<file path="config.mk">
export PLATFORM = sky130hd
export DESIGN_NAME = dds_pulse_sequencer
export DESIGN_NICKNAME = d
export VERILOG_FILES = /design/src/rtl/dds_pulse_sequencer.sv
export SDC_FILE = /design/constraint.sdc
export NUM_CORES = 1
export LEC_CHECK = 0
export CELL_PAD_IN_SITES_DETAIL_PLACEMENT = 1
export CELL_PAD_IN_SITES_GLOBAL_PLACEMENT = 2
export CORE_UTILIZATION = 37
export CTS_CLUSTER_SIZE = 20
export DETAILED_ROUTE_END_ITERATION = 16
export PLACE_DENSITY = 0.86
export SETUP_SLACK_MARGIN = 0.5
export SLEW_MARGIN = 10
export SYNTH_ARGS = -nofsm -noshare
export SYNTH_HDL_FRONTEND = slang
export SYNTH_SLANG_ARGS = --single-unit
</file>
<file path="constraint.sdc">
create_clock -name S_AXI_CLK -period 10.9 [get_ports S_AXI_CLK]
set_clock_uncertainty 0.15 [all_clocks]
set_input_delay 1.635 -clock S_AXI_CLK [delete_from_list [all_inputs] [get_ports S_AXI_CLK]]
set_output_delay 1.635 -clock S_AXI_CLK [all_outputs]
set_load 0.05 [all_outputs]
</file>
<file path="src/rtl/dds_pulse_sequencer.sv">
// Purpose : pulsed-RADAR timing (pulse gate, DDS enable) and debug capture stream control.
// Latency : outputs are registered; a config change takes effect at the next period boundary.
// Backpr. : the debug stream holds tvalid/tlast while tready is low; pulse timing never stalls.
//
// Ports:
//   S_AXI_CLK, S_AXI_ARESETN   clock and async active-low reset (release assumed synchronous upstream)
//   config_reg_0_i             bit0 = enable, bit DEBUG_BIT = debug capture request
//   config_reg_1_i..3_i        period P, width W, pulse count N (0 = continuous)
//   config_reg_4_i             debug sample count D (0 behaves as 1)
//   dbg_tready_i               debug stream consumer ready
//   pulse_o, dds_enable_o      pulse gate and DDS enable
//   cfg_load_o                 1-cycle strobe when the timing shadows load
//   busy_o, pulse_cnt_o        sequence active, pulses started since the last start
//   dbg_tvalid_o, dbg_tlast_o  debug stream handshake outputs
module dds_pulse_sequencer #(
  parameter int CNT_W     = 32,
  parameter int DEBUG_BIT = 1
) (
  input  logic             S_AXI_CLK,
  input  logic             S_AXI_ARESETN,
  input  logic [31:0]      config_reg_0_i,
  input  logic [31:0]      config_reg_1_i,
  input  logic [31:0]      config_reg_2_i,
  input  logic [31:0]      config_reg_3_i,
  input  logic [31:0]      config_reg_4_i,
  input  logic             dbg_tready_i,
  output logic             pulse_o,
  output logic             dds_enable_o,
  output logic             cfg_load_o,
  output logic             busy_o,
  output logic [CNT_W-1:0] pulse_cnt_o,
  output logic             dbg_tvalid_o,
  output logic             dbg_tlast_o
);

  typedef enum logic [1:0] {IDLE, ON, OFF, DONE} state_t;
  typedef enum logic [1:0] {DIDLE, DARM, DRUN} dstate_t;

  localparam logic [CNT_W-1:0] C_ONE = CNT_W'(1);
  localparam logic [CNT_W-1:0] C_TWO = CNT_W'(2);

  state_t           r_state;
  dstate_t          r_dstate;
  logic [CNT_W-1:0] r_p;
  logic [CNT_W-1:0] r_w;
  logic [CNT_W-1:0] r_n;
  logic [CNT_W-1:0] r_phase;
  logic [CNT_W-1:0] r_pulse_cnt;
  logic             r_pulse;
  logic             r_dds_en;
  logic             r_cfg_load;
  logic             r_busy;
  logic [31:0]      r_dlen;
  logic [31:0]      r_dcnt;
  logic             r_tvalid;
  logic             r_tlast;
  logic             r_dbg_hold;

  logic             w_en;
  logic             w_dbg_req;
  logic [CNT_W-1:0] w_p_raw;
  logic [CNT_W-1:0] w_w_raw;
  logic [CNT_W-1:0] w_p_san;
  logic [CNT_W-1:0] w_w_san;
  logic             w_abort;
  logic             w_on_end;
  logic             w_period_end;
  logic             w_seq_done;
  logic             w_start;
  logic             w_reload;
  logic             w_load;
  logic             w_hs;
  logic             w_unused;

  assign w_en      = config_reg_0_i[0];
  assign w_dbg_req = config_reg_0_i[DEBUG_BIT];

  // Sanitise timing at load: period of at least 2, width strictly below period.
  assign w_p_raw = CNT_W'(config_reg_1_i);
  assign w_w_raw = CNT_W'(config_reg_2_i);
  assign w_p_san = (w_p_raw < C_TWO) ? C_TWO : w_p_raw;
  assign w_w_san = (w_w_raw >= w_p_san) ? (w_p_san - C_ONE) : w_w_raw;

  assign w_abort      = ((r_state == ON) || (r_state == OFF)) && !w_en;
  assign w_on_end     = (r_phase == r_w - C_ONE);
  assign w_period_end = (r_phase == r_p - C_ONE);
  assign w_seq_done   = (r_n != '0) && (r_pulse_cnt == r_n);
  assign w_start      = (r_state == IDLE) && w_en;
  assign w_reload     = (r_state == OFF) && w_en && w_period_end && !w_seq_done;
  assign w_load       = w_start || w_reload;
  assign w_hs         = r_tvalid && dbg_tready_i;

  // Upper config bits are not consumed for narrow CNT_W and bits of reg 0 are partly spare.
  assign w_unused = ^{config_reg_0_i, config_reg_1_i, config_reg_2_i, config_reg_3_i};

  // Pulse timing FSM. Shadows only change on a load, so mid-period writes are invisible.
  always_ff @(posedge S_AXI_CLK or negedge S_AXI_ARESETN) begin
    if (!S_AXI_ARESETN) begin
      r_state     <= IDLE;
      r_p         <= '0;
      r_w         <= '0;
      r_n         <= '0;
      r_phase     <= '0;
      r_pulse_cnt <= '0;
      r_pulse     <= 1'b0;
      r_dds_en    <= 1'b0;
      r_cfg_load  <= 1'b0;
      r_busy      <= 1'b0;
    end else begin
      r_cfg_load <= 1'b0;
      if (w_load) begin
        r_p         <= w_p_san;
        r_w         <= w_w_san;
        r_n         <= CNT_W'(config_reg_3_i);
        r_phase     <= '0;
        r_pulse_cnt <= w_start ? C_ONE : (r_pulse_cnt + C_ONE);
        // A zero-width pulse skips ON but still runs the period timing.
        r_state     <= (w_w_san == '0) ? OFF : ON;
        r_pulse     <= (w_w_san != '0);
        r_dds_en    <= 1'b1;
        r_cfg_load  <= 1'b1;
        r_busy      <= 1'b1;
      end else begin
        case (r_state)
          IDLE: begin
            r_busy <= 1'b0;
          end
          ON, OFF: begin
            if (!w_en) begin
              r_state  <= IDLE;
              r_pulse  <= 1'b0;
              r_dds_en <= 1'b0;
              r_busy   <= 1'b0;
            end else if ((r_state == ON) && w_on_end) begin
              r_state <= OFF;
              r_pulse <= 1'b0;
              r_phase <= r_phase + C_ONE;
            end else if ((r_state == OFF) && w_period_end) begin
              // Only reached when the programmed count is exhausted; reloads take w_load.
              r_state  <= DONE;
              r_pulse  <= 1'b0;
              r_dds_en <= 1'b0;
            end else begin
              r_phase <= r_phase + C_ONE;
            end
          end
          DONE: begin
            if (!w_en) begin
              r_state <= IDLE;
              r_busy  <= 1'b0;
            end
          end
          default: begin
            r_state <= IDLE;
          end
        endcase
      end
    end
  end

  // Debug capture FSM. r_dbg_hold blanks one cycle after the final handshake so a
  // request bit not yet cleared by the register bank cannot immediately re-arm.
  always_ff @(posedge S_AXI_CLK or negedge S_AXI_ARESETN) begin
    if (!S_AXI_ARESETN) begin
      r_dstate   <= DIDLE;
      r_dlen     <= '0;
      r_dcnt     <= '0;
      r_tvalid   <= 1'b0;
      r_tlast    <= 1'b0;
      r_dbg_hold <= 1'b0;
    end else begin
      r_dbg_hold <= w_hs && r_tlast;
      case (r_dstate)
        DIDLE: begin
          if (w_dbg_req && !r_dbg_hold) begin
            r_dstate <= DARM;
            r_dlen   <= (config_reg_4_i == 32'd0) ? 32'd1 : config_reg_4_i;
          end
        end
        DARM: begin
          if (w_abort) begin
            r_dstate <= DIDLE;
          end else if (r_cfg_load) begin
            r_dstate <= DRUN;
            r_dcnt   <= '0;
            r_tvalid <= 1'b1;
            r_tlast  <= (r_dlen == 32'd1);
          end
        end
        DRUN: begin
          if (w_abort || (w_hs && r_tlast)) begin
            r_dstate <= DIDLE;
            r_tvalid <= 1'b0;
            r_tlast  <= 1'b0;
          end else if (w_hs) begin
            r_dcnt  <= r_dcnt + 32'd1;
            r_tlast <= (r_dcnt + 32'd2 == r_dlen);
          end
        end
        default: begin
          r_dstate <= DIDLE;
          r_tvalid <= 1'b0;
          r_tlast  <= 1'b0;
        end
      endcase
    end
  end

  assign pulse_o      = r_pulse;
  assign dds_enable_o = r_dds_en;
  assign cfg_load_o   = r_cfg_load;
  assign busy_o       = r_busy;
  assign pulse_cnt_o  = r_pulse_cnt;
  assign dbg_tvalid_o = r_tvalid;
  assign dbg_tlast_o  = r_tlast;

endmodule
</file>
==> impl_metrics.json <==
{
  "firstDrtPassIters": 5,
  "die-area_um2": 44300,
  "nets": 2234,
  "synth_seq_area_share": 0.366,
  "grt_overflow_total": 0,
  "cts_hold_buf": 0,
  "maxSlewHeadroom": 0.258,
  "cts_buffers": 30,
  "clock_path_buffers": 3,
  "synthCells": 1904,
  "crit_chain": "clkdlybuf4s50_1, or4_1, nand2b_1, nor4_1, buf_4, and3_1, nand2_1, nand2_1, inv_1, ha_1, nand2b_1, a21o_1, a21o_1, a21o_1, a211oi_1, o31a_1, or2_2, o41ai_1, buf_4, a21o_1",
  "grt_max_degree": 116,
  "ys.flop_type": "dfrtp_1",
  "routed_wl_um": 52700,
  "drcViolationCount": 0,
  "vias": 14935,
  "globalRouteMet2Util": 0.405,
  "die_w_um": 210,
  "max_stage_delay_ns": 0.78,
  "drtAntennaViolNets": 0,
  "avgSynthCellArea_um2": 8.44,
  "power_density_nw_per_um2": 201,
  "critPathCaptureType": "flop",
  "grt.total_usage": 0.240,
  "viasPerCell": 5.70,
  "async_flop_share": 1.00,
  "synth_area_leader_cell": "dfrtp_1",
  "yosys_warnings": 0,
  "cp-start-kind": "input pin",
  "total_power_uw": 3870,
  "initial_utilization": 0.379,
  "syn-num-nets": 2114,
  "peakVddDrop_v": 0.000117,
  "clk_latency_ns": 0.59,
  "synth.top_cell.area_share": 0.366,
  "grt_pass1_vias": 15622,
  "core_um2": 42400,
  "netlist_area_um2": 16100,
  "cts_resized": 0,
  "met1_usage": 0.329,
  "cts_max_level": 1,
  "cts_tree": "built",
  "cts_setup_buffers": 0,
  "worstMarginPinSlew_ns": 1.11,
  "slew_violations": 0,
  "clock-sinks": 235,
  "antenna_found_initial": 0,
  "crit_top_cell": "a21o_1",
  "avgRoutedWirePerCell_um": 20.1,
  "placed_area_um2": 18200,
  "tns_ns": 0,
  "io_buffers": 170,
  "design_area_um2": 19200,
  "whs_ns": 0.361,
  "grt_use_met3": 0.0209,
  "cp_max_fo": 33,
  "nFillCells": 4998,
  "hold_class": "flop to flop",
  "status": "finished clean",
  "drv_cap": 0,
  "cp.required_ns": 11.22,
  "synth-edff-count": 0,
  "rsz0062_at_grt": "false",
  "area_delta_synth_final_pct": 19.6,
  "worstSetupPathType": "input pin to flop",
  "dp_hpwl_um": 40400,
  "period_share": 0.620,
  "num_antenna_cells": 0,
  "setup_violations": 0,
  "utilization": 0.453,
  "timing.fmax_mhz": 148,
  "grt_pass1_wl_um": 85300,
  "ys_top_cells_by_area": "dfrtp_1 37%, nand2_1 6.4%, xnor2_1 5.7%, xor2_1 4.8%, ha_1 3.7%",
  "root_buffer": "clkbuf_16",
  "die_h_um": 210,
  "busiest_layer": "met2",
  "num_rows": 75,
  "synth-seq-cells": 235,
  "final_layout_size_suffix_gt1_frac": 0.0568,
  "path_clk_slew_ns": 0.06,
  "synth_cell_types": 73,
  "drt_iter0_drc": 691,
  "io_pins": 201,
  "crit_path_top_delay_cell": "or2_2",
  "gp_congestion": 0.912,
  "finalHoldViolations": 0,
  "arrival_ns": 7.08,
  "period_needed_ns": 6.76,
  "p_leak_uw": 0.00780
}
-- state kept, by name, indices dropped and copies added (netlist names) --
name / count
pulse_cnt_o: 32
r_dcnt: 32
r_dlen: 32
r_n: 32
r_p: 32
r_phase: 32
r_w: 32
r_dstate: 2
r_state: 2
busy_o: 1
cfg_load_o: 1
dbg_tlast_o: 1
dbg_tvalid_o: 1
dds_enable_o: 1
pulse_o: 1
r_dbg_hold: 1
-- cell usage in the layout (no fill, tap or decap), types with 43 or more instances in the layout --
cell	instances
nand2_1	273
dfrtp_1	235
clkdlybuf4s50_1	169
o21ai_0	111
nor2_1	106
xnor2_1	105
a21oi_1	92
xor2_1	88
nor4_1	76
nand3_1	69
nor3_1	67
inv_1	61
nand4_1	56
or3_1	49
ha_1	47
or4_1	43
-- Yosys cell counts, types with 47 or more instances --
| library cell | number |
|---|---|
| ha_1 | 47 |
| nand4_1 | 56 |
| or3_1 | 49 |
| clkbuf_1 | 81 |
| xor2_1 | 88 |
| inv_1 | 62 |
| xnor2_1 | 105 |
| nor3_1 | 67 |
| nor4_1 | 77 |
| nor2_1 | 106 |
| dfrtp_1 | 235 |
| nand3_1 | 69 |
| nand2_1 | 273 |
| o21ai_0 | 111 |
| a21oi_1 | 93 |
-- where the power goes --
| part | total (uW) | leakage, uW | internal [uW] | switching (uW) |
|---|---|---|---|---|
| Clock | 995 | 0.000469 | 601 | 394 |
| Combinational | 1370 | 0.00432 | 574 | 792 |
| Sequential | 1510 | 0.00301 | 1120 | 381 |
| Total | 3870 | 0.00780 | 2300 | 1570 |
-- through the flow --
step | setup slack [ns] | std cells
after global placement | 3.57 | 2569
after detailed placement | 3.53 | 2569
after CTS | 4.14 | 2618
after global routing | 3.87 | 2618
after floorplan | 4.36 | 1904
final | 4.14 | 2618
-- critical path, delay by kind of cell --
family | cells | cell delay (ns)
AOI/OAI and AO/OA | 7 | 1.61
adders and majority gates | 1 | 0.28
buffers and inverters | 4 | 0.99
and+or+nand+nor | 8 | 2.54
-- metal layers --
layer	vias up	routed length, um	share of wire
li1	7129	-	-
met1	7466	24900	0.47
met2	267	25100	0.48
met3	73	1630	0.031
met4	0	1100	0.021
met5	-	0	0
-- kinds of logic (layout without fill, tap and decap cells) --
kind of cell,count (synthesis),in the layout,synth area share
flops,235,235,0.366
buf+inv,158,295,0.0389
xor+xnor,193,193,0.105
compound gates,351,351,0.136
mux,66,66,0.0435
fa+ha+maj,47,47,0.0366
simple gates,854,854,0.274
-- worst paths after layout --
check | start | to | slack (ns) | cells after the start
max | config_reg_1_i[17] | r_state[1] | 4.14 | 20
min | busy_o | busy_o | 0.36 | 2
max reg2reg | r_p[0] | r_phase[26] | 5.15 | 14
min reg2reg | busy_o | busy_o | 0.36 | 2
max in group asynchronous | S_AXI_ARESETN | r_dcnt[3] | 7.34 | 3
min in group asynchronous | S_AXI_ARESETN | r_phase[30] | 0.93 | 1
-- area by class of cell --
| type | count | area, um2 | area share |
|---|---|---|---|
| clock buffer | 41 | 832 | 0.0433 |
| clock inverter | 8 | 149 | 0.00775 |
| inverter | 62 | 234 | 0.0122 |
| multi-input combinational | 1511 | 9580 | 0.499 |
| sequential | 235 | 5880 | 0.306 |
| tap | 577 | 722 | 0.0376 |
| timing repair buffer | 184 | 1810 | 0.0943 |
No activity file was read; power rests on OpenSTA's default activity.
